## config.mk

```make
export PLATFORM = sky130hd
export DESIGN_NAME = pilot_fifo_ctrl
export DESIGN_NICKNAME = d
export VERILOG_FILES = /design/src/rtl/pilot_fifo_ctrl.sv
export SDC_FILE = /design/constraint.sdc
export NUM_CORES = 1
export LEC_CHECK = 0
export ABC_AREA = 1
export CORE_MARGIN = 5
export CORE_UTILIZATION = 59
export CTS_CLUSTER_SIZE = 40
export DETAILED_ROUTE_END_ITERATION = 12
export HOLD_SLACK_MARGIN = 0.15
export PLACE_DENSITY = 0.82
export SYNTH_ARGS = -nofsm -noshare
export SYNTH_HDL_FRONTEND = slang
export SYNTH_SLANG_ARGS = --single-unit
export TNS_END_PERCENT = 10
```

## constraint.sdc

```tcl
create_clock -name clk -period 8.4 [get_ports clk]
set_clock_uncertainty 0.05 [all_clocks]
set_input_delay 1.68 -clock clk [delete_from_list [all_inputs] [get_ports clk]]
set_output_delay 1.68 -clock clk [all_outputs]
set_load 0.03 [all_outputs]
```

## src/rtl/pilot_fifo_ctrl.sv

```systemverilog
// pilot_fifo_ctrl: synchronous FIFO with req/ack echo and a software register window.
// Error flags, ERRCLR and irq are built only when PILOT_FIFO_ERR_EN is defined.
module pilot_fifo_ctrl #(
    parameter int WIDTH = 32,
    parameter int DEPTH = 8,
    parameter int CNT_W = $clog2(DEPTH) + 1
) (
    input  logic             clk,
    input  logic             rst_n,
    input  logic             req,
    output logic             ack,
    input  logic             fifo_push,
    input  logic [WIDTH-1:0] fifo_wdata,
    input  logic             fifo_pop,
    output logic [WIDTH-1:0] fifo_rdata,
    output logic             valid,
    output logic             fifo_full,
    output logic             fifo_empty,
    output logic             almost_full,
    input  logic             sw_we,
    input  logic [31:0]      sw_addr,
    input  logic [31:0]      sw_wdata,
    output logic [31:0]      sw_rdata,
    output logic             irq
);
    localparam int AW = $clog2(DEPTH);
    localparam logic [31:0] A_STATUS = 32'h0;
    localparam logic [31:0] A_CTRL   = 32'h4;
    localparam logic [31:0] A_ERRCLR = 32'h8;

    logic [WIDTH-1:0] mem [DEPTH];
    logic [AW-1:0]    wr_ptr;
    logic [AW-1:0]    rd_ptr;
    logic [CNT_W-1:0] count;
    logic             en;
    logic [7:0]       thresh;
    logic             ctrl_we;
    logic             flush;
    logic             push_ok;
    logic             pop_ok;
    logic             ovf;
    logic             unf;
    logic [31:0]      rd_mux;
    logic             unused_wdata;

    assign unused_wdata = ^{sw_wdata[31:16], sw_wdata[7:2]};

    assign fifo_full   = count == CNT_W'(DEPTH);
    assign fifo_empty  = count == '0;
    assign almost_full = 32'(count) >= 32'(thresh);

    assign ctrl_we = sw_we && (sw_addr == A_CTRL);
    assign flush   = ctrl_we && sw_wdata[1];
    assign pop_ok  = en && fifo_pop && !fifo_empty;
    assign push_ok = en && fifo_push && (!fifo_full || pop_ok);

    always_comb begin
        rd_mux = '0;
        case (sw_addr)
            A_STATUS: begin
                rd_mux[CNT_W-1:0] = count;
                rd_mux[16]        = fifo_full;
                rd_mux[17]        = fifo_empty;
                rd_mux[18]        = ovf;
                rd_mux[19]        = unf;
            end
            A_CTRL: begin
                rd_mux[0]    = en;
                rd_mux[15:8] = thresh;
            end
            default: ;
        endcase
    end

    always_ff @(posedge clk) begin
        if (!rst_n) begin
            ack        <= 1'b0;
            valid      <= 1'b0;
            fifo_rdata <= '0;
            sw_rdata   <= '0;
            en         <= 1'b0;
            thresh     <= '0;
            wr_ptr     <= '0;
            rd_ptr     <= '0;
            count      <= '0;
        end else begin
            ack      <= req;
            sw_rdata <= rd_mux;
            valid    <= pop_ok && !flush;
            if (ctrl_we) begin
                en     <= sw_wdata[0];
                thresh <= sw_wdata[15:8];
            end
            // flush wins over any same-cycle push or pop
            if (flush) begin
                wr_ptr <= '0;
                rd_ptr <= '0;
                count  <= '0;
            end else begin
                if (pop_ok) begin
                    fifo_rdata <= mem[rd_ptr];
                    rd_ptr     <= rd_ptr + AW'(1);
                end
                if (push_ok) begin
                    wr_ptr <= wr_ptr + AW'(1);
                end
                if (push_ok && !pop_ok) begin
                    count <= count + CNT_W'(1);
                end else if (pop_ok && !push_ok) begin
                    count <= count - CNT_W'(1);
                end
            end
        end
    end

    always_ff @(posedge clk) begin
        if (push_ok && !flush) begin
            mem[wr_ptr] <= fifo_wdata;
        end
    end

`ifdef PILOT_FIFO_ERR_EN
    logic errclr_we;
    logic ovf_nxt;
    logic unf_nxt;
    logic irq_q;

    assign errclr_we = sw_we && (sw_addr == A_ERRCLR);

    // a new error event beats a same-cycle clear
    always_comb begin
        ovf_nxt = ovf;
        unf_nxt = unf;
        if (errclr_we && sw_wdata[0]) ovf_nxt = 1'b0;
        if (errclr_we && sw_wdata[1]) unf_nxt = 1'b0;
        if (fifo_push && fifo_full && !pop_ok) ovf_nxt = 1'b1;
        if (fifo_pop && fifo_empty) unf_nxt = 1'b1;
    end

    always_ff @(posedge clk) begin
        if (!rst_n) begin
            ovf   <= 1'b0;
            unf   <= 1'b0;
            irq_q <= 1'b0;
        end else begin
            ovf   <= ovf_nxt;
            unf   <= unf_nxt;
            irq_q <= ovf_nxt | unf_nxt;
        end
    end

    assign irq = irq_q;
`else
    assign ovf = 1'b0;
    assign unf = 1'b0;
    assign irq = 1'b0;
`endif

endmodule

```

==> flow_metrics.tcl, run 1 <==
set metrics [dict create \
    cts_tree "built" \
    root_buffer "clkbuf_16" \
    synth_area_mm2 0.0132 \
    drive_gt1_frac 0.0725 \
    post_cts_buffers 0 \
    grt_overflow_total 0 \
    cp_top_family "buffers and inverters" \
    max_stage_delay_ns 0.70 \
    crit_path_max_fanout 68 \
    min_period_ns 4.73 \
    synth_most_common_cell "nand2_1" \
    drv_slew 0 \
    clkTransAtPathRegs_ns 0.06 \
    power_per_cell_area_mw_per_mm2 198 \
    drv_cap 0 \
    core_area_mm2 0.0219 \
    dieArea_mm2 0.0254 \
    worstSetupPathType "primary input to flop" \
    drt_iter0_drc 749 \
    syn_inst 1232 \
    ir_drop_mv 0.158 \
    dp_cells 1589 \
    rsz0062_at_grt "no" \
    max_slew_margin 0.159 \
    grt_pass1_vias 8684 \
    yosys_warnings 0 \
    max_freq_mhz 211 \
    die_width_um 159 \
    htreeDepth 1 \
    clock_latency_ns 0.55 \
    power_mw 3.09 \
    ys.flop_type "edfxtp_1" \
    design_area_mm2 0.0156 \
    final.period_utilization 0.563 \
    placed_area_mm2 0.0146 \
    synth.distinct_cells 30 \
    end_kind "flop" \
    seq_area_frac_synth 0.686 \
    worstMarginPinSlew_ns 1.26 \
    async_flop_share 0 \
    holdBufCountCts 0 \
    ys_ff_latch 323 \
    cts_made_buffers 31 \
    hold_violations 0 \
    start_util 0.602 \
    stdcell_count 1646 \
    setup_viol 0 \
    status "finished, final reports clean" \
    synth.avg_cell_area_um2 10.7 \
    ctsResizeCount 0 \
    die_y_um 159 \
    cp_cell_sequence "clkdlybuf4s50_1, nor2_1, nand2_1, nor2_1, nand2_2, nor2_4, nand3_2, buf_4, nand3_1, nor2_4, buf_4" \
    synth_edf_count 256 \
    cp.buffers_inverters 3 \
    area_delta_synth_final_pct 18.2 \
    grt_usage 0.226 \
    place.gp.congestion 0.823 \
    slowest_stage "buf_4" \
    leakagePower_nw 5.71 \
    place_hpwl_um 16300 \
    ios 172 \
    vias_per_cell 5.51 \
    setup.worst_path.start_class "primary input" \
    grt_pass1_wl_um 46200 \
    netlist_top_cells_count "nand2_1 (360), edfxtp_1 (256), nand3_1 (232)" \
    yosysTopAreaCell "edfxtp_1" \
    synth_top_area_share 0.584 \
    cp.required_ns 8.56 \
    wl_um 29500 \
    grt_max_degree 118 \
    cts_num_sinks 323 \
    ant_nets 0 \
    synth_area_leaders "edfxtp_1 (58%), nand2_1 (10%), dfxtp_1 (10%)" \
    port_buffers 130 \
    num_vias 9073 \
    layout_setup_ws_ns 3.67 \
    setup-tns-final_ns 0 \
    dr.pass1.iters 6 \
    clockBufferDepth 3 \
    arrival_ns 4.89 \
    min_path_type "flop to flop" \
    avgRoutedWirePerCell_um 17.9 \
    placementRows 54 \
    grt_antenna_before_repair 2 \
    finish.net_count 1454 \
    place_ws_ns 3.12 \
    drc 0 \
]
==> cell type report <==
| type | instances | area, um^2 |
|---|---|---|
| Antenna cell | 1 | 2.50 |
| Clock buffer | 45 | 865 |
| Clock inverter | 11 | 86.3 |
| Fill cell | 1454 | 6330 |
| Inverter | 61 | 230 |
| Multi-Input combinational cell | 779 | 3580 |
| Sequential cell | 323 | 9030 |
| Tap cell | 280 | 350 |
| Timing Repair Buffer | 146 | 1420 |
==> flip-flops by register name, indices dropped and copies added (netlist names) <==
register    flops
valid           1
en              1
ack             1
wr_ptr          3
count           4
fifo_rdata     32
sw_rdata       14
mem           256
rd_ptr          3
thresh          8
==> layout by cell type, fill, tap and decap left out, types with 9 or more instances in the layout <==
cell type        count
dfxtp_1             65
a21oi_1             32
o21ai_0             10
edfxtp_1           256
nand2_1            360
nor2_4              10
a21oi_2             18
clkbuf_16           31
nand3_1            232
buf_4               16
conb_1              19
nor2_1              71
ha_1                 9
clkdlybuf4s50_1    129
inv_1               58
==> worst paths after layout <==
path	to	start	slack, ns	depth (start not counted)
hold reg to reg	sw_rdata[13]	thresh[5]	0.42	2
setup / recovery	mem[3][30]	sw_addr[22]	3.67	11
setup reg to reg	count[3]	count[1]	5.02	18
hold / removal	sw_rdata[13]	thresh[5]	0.42	2
==> per-stage QoR <==
stage	hold WS, ns	utilization
after floorplan	0.384	-
after global placement	0.392	0.667
after detailed placement	0.404	0.667
after CTS	0.413	0.711
after global routing	0.445	0.711
final	0.416	0.711
==> logic make-up (layout without fill, tap and decap cells) <==
| group | Yosys count | after routing | synth area share |
|---|---|---|---|
| AND/OR/NAND/NOR | 685 | 685 | 0.220 |
| flip-flops | 323 | 323 | 0.686 |
| buffers and inverters | 148 | 263 | 0.0529 |
| AO/OA/AOI/OAI | 63 | 63 | 0.0295 |
| adder cells (fa/ha/maj) | 10 | 10 | 0.0101 |
| XOR/XNOR | 2 | 2 | 0.00133 |
| other | 1 | 20 | 0.000285 |
==> routing by layer <==
layer	wire length, um	GRT usage	vias up
met5	11	0	-
met1	11500	0.288	4215
met4	748	0.0698	2
li1	-	-	4378
met3	2550	0.0440	61
met2	14700	0.394	417
==> where the power goes <==
group	switching [mW]	internal [mW]	total, mW
Clock	0.546	0.742	1.29
Combinational	0.0415	0.0362	0.0777
Sequential	0.0000514	1.72	1.72
==> tightest hold or removal path, cell delays in order (launching register included) <==
cell     delay [ns]
dfxtp_1        0.29
inv_1          0.08
nor2_1         0.05
Note: power is estimated with default switching activity, not from simulation.
==> inputs of run 2 (changes only) <==
- CORE_UTILIZATION: 59 -> 55
- PLACE_DENSITY: 0.82 -> 0.77
- clock period: 8.4 -> 4.5 ns (I/O delays scaled with it)
==> run 2 against run 1 <==
Net effect: power rose by 89%; first-iteration DRC count rose by 11%; flip-flop and latch count did not move; via count rose by 1.5%; sequential power rose by 87%; critical path type is now flop to flop.
==> flow_metrics.tcl, run 2 (same netlist as run 1, synthesis figures left out) <==
set metrics [dict create \
    status "finished, final reports clean" \
    die_y_um 165 \
    drv_slew 0 \
    place_hpwl_um 17400 \
    met2_usage 0.374 \
    multi_input_area_mm2 0.00358 \
    vias_per_cell 5.45 \
    ant_nets 0 \
    place.gp.congestion 0.787 \
    ios 172 \
    leakagePower_nw 5.75 \
    end_kind "flop" \
    hold_depth 2 \
    r2r_start "rd_ptr[0]" \
    drc 0 \
    core_area_mm2 0.0235 \
    grt_pass1_wl_um 46500 \
    max_stage_delay_ns 1.07 \
    cp_cell_sequence "clkinv_2, buf_4, nand2_1, nand3_1, nand3_1, nand2_1, inv_1, nand3_1, nand2_1, nor2_1" \
    grt_usage 0.220 \
    drv_cap 0 \
    reg2reg_to "fifo_rdata[12]" \
    min_path_type "flop to flop" \
    regMostFlops "mem" \
    grt_pass1_vias 8959 \
    grt_max_degree 79 \
    area_delta_synth_final_pct 19.5 \
    placementRows 56 \
    htreeDepth 1 \
    use_met1 0.279 \
    grt_overflow_total 0 \
    min_from "thresh[0]" \
    root_buffer "clkbuf_16" \
    setup.worst_path.start_class "flop" \
    use_met3 0.0457 \
    min_to "sw_rdata[8]" \
    finish.net_count 1458 \
    setup_viol 0 \
    crit_path_max_fanout 78 \
    ctsResizeCount 0 \
    seq_area_mm2 0.00904 \
    cts_tree "built" \
    arrival_ns 3.91 \
    cts_made_buffers 31 \
    power_per_cell_area_mw_per_mm2 372 \
    port_buffers 130 \
    holdBufCountCts 0 \
    dieArea_mm2 0.0271 \
    mostFrequentLayoutCell "nand2_1" \
    grt_antenna_before_repair 0 \
    start_util 0.559 \
    fillers 1709 \
    largest_register_ffs 256 \
    slowest_stage "clkinv_2" \
    setup-tns-final_ns 0 \
    final_cell_mix "nand2_1 (360), edfxtp_1 (256), nand3_1 (232), clkdlybuf4s50_1 (129), nor2_1 (71)" \
    cts_num_sinks 323 \
    reg2reg_setup_slack_ns 0.98 \
    num_vias 9205 \
    max_freq_mhz 284 \
    min_period_ns 3.52 \
    hold_violations 0 \
    post_cts_buffers 0 \
    reg2reg_depth 10 \
    drt_iter0_drc 831 \
    avgRoutedWirePerCell_um 18.0 \
    worstMarginPinSlew_ns 1.14 \
    dp_cells 1632 \
    max_slew_margin 0.241 \
    cp.required_ns 4.89 \
    clock_latency_ns 0.55 \
    top_regs "mem: 256 flops, fifo_rdata: 32 flops, sw_rdata: 14 flops" \
    stdcell_count 1689 \
    ir_drop_mv 0.270 \
    grt_busiest_layer "met2" \
    die_width_um 165 \
    final.period_utilization 0.782 \
    dr.pass1.iters 5 \
    rsz0062_at_grt "no" \
    drive_gt1_frac 0.0752 \
    worstSetupPathType "flop to flop" \
    wl_um 30400 \
    clkTransAtPathRegs_ns 0.06 \
    clockBufferDepth 3 \
]
==> run 2: worst max-delay path by stage <==
stage                 from              to  slack [ns]  cells past startpoint
2_1_floorplan  sw_addr[31]       mem[0][0]        1.01                     10
3_3_place_gp    sw_addr[1]      mem[0][14]        0.92                     11
3_5_place_dp    sw_addr[1]      mem[0][14]        0.92                     11
4_1_cts          rd_ptr[0]  fifo_rdata[10]        1.00                     10
5_1_grt          rd_ptr[0]  fifo_rdata[10]        0.74                     10
6_report         rd_ptr[0]  fifo_rdata[12]        0.98                     10
==> run 2: metrics by stage <==
| step | power [mW] | utilization | setup WS, ns | hold WS [ns] | cell area [um^2] |
|---|---|---|---|---|---|
| floorplan | 3.33 | - | 1.01 | 0.384 | 13200 |
| global placement | 3.42 | 0.627 | 0.925 | 0.404 | 14800 |
| detailed placement | 3.42 | 0.627 | 0.924 | 0.403 | 14800 |
| CTS | 5.87 | 0.668 | 1.00 | 0.413 | 15700 |
| global route | 6.03 | 0.668 | 0.736 | 0.444 | 15700 |
| finish | 5.84 | 0.668 | 0.982 | 0.416 | 15700 |
==> run 2: layout make-up <==
class | count | share of cell area
repair buffers | 150 | 0.0959
clock buffers | 43 | 0.0548
multi-input cells | 779 | 0.227
inverters | 61 | 0.0146
diodes | 1 | 0.000159
flip-flops and latches | 323 | 0.574
well taps | 319 | 0.0254
clock inverters | 13 | 0.00740
==> run 2: worst max-delay path: cells and delay by family, from the launching register on <==
family	cells	cell delay (ns)
buf+inv	3	1.82
simple gates	7	0.71
flops	1	0.80
==> run 2: routing by layer <==
layer / part of all wire / up-vias
li1: - / 4375
met3: 0.10 / 76
met1: 0.39 / 4305
met5: 0 / -
met2: 0.48 / 449
met4: 0.029 / 0
==> run 2: power breakdown <==
part	switching, mW	internal [mW]	leakage [nW]
Combinational	0.0788	0.0677	2.44
Clock	1.04	1.44	0.475
Sequential	0.000151	3.21	2.84
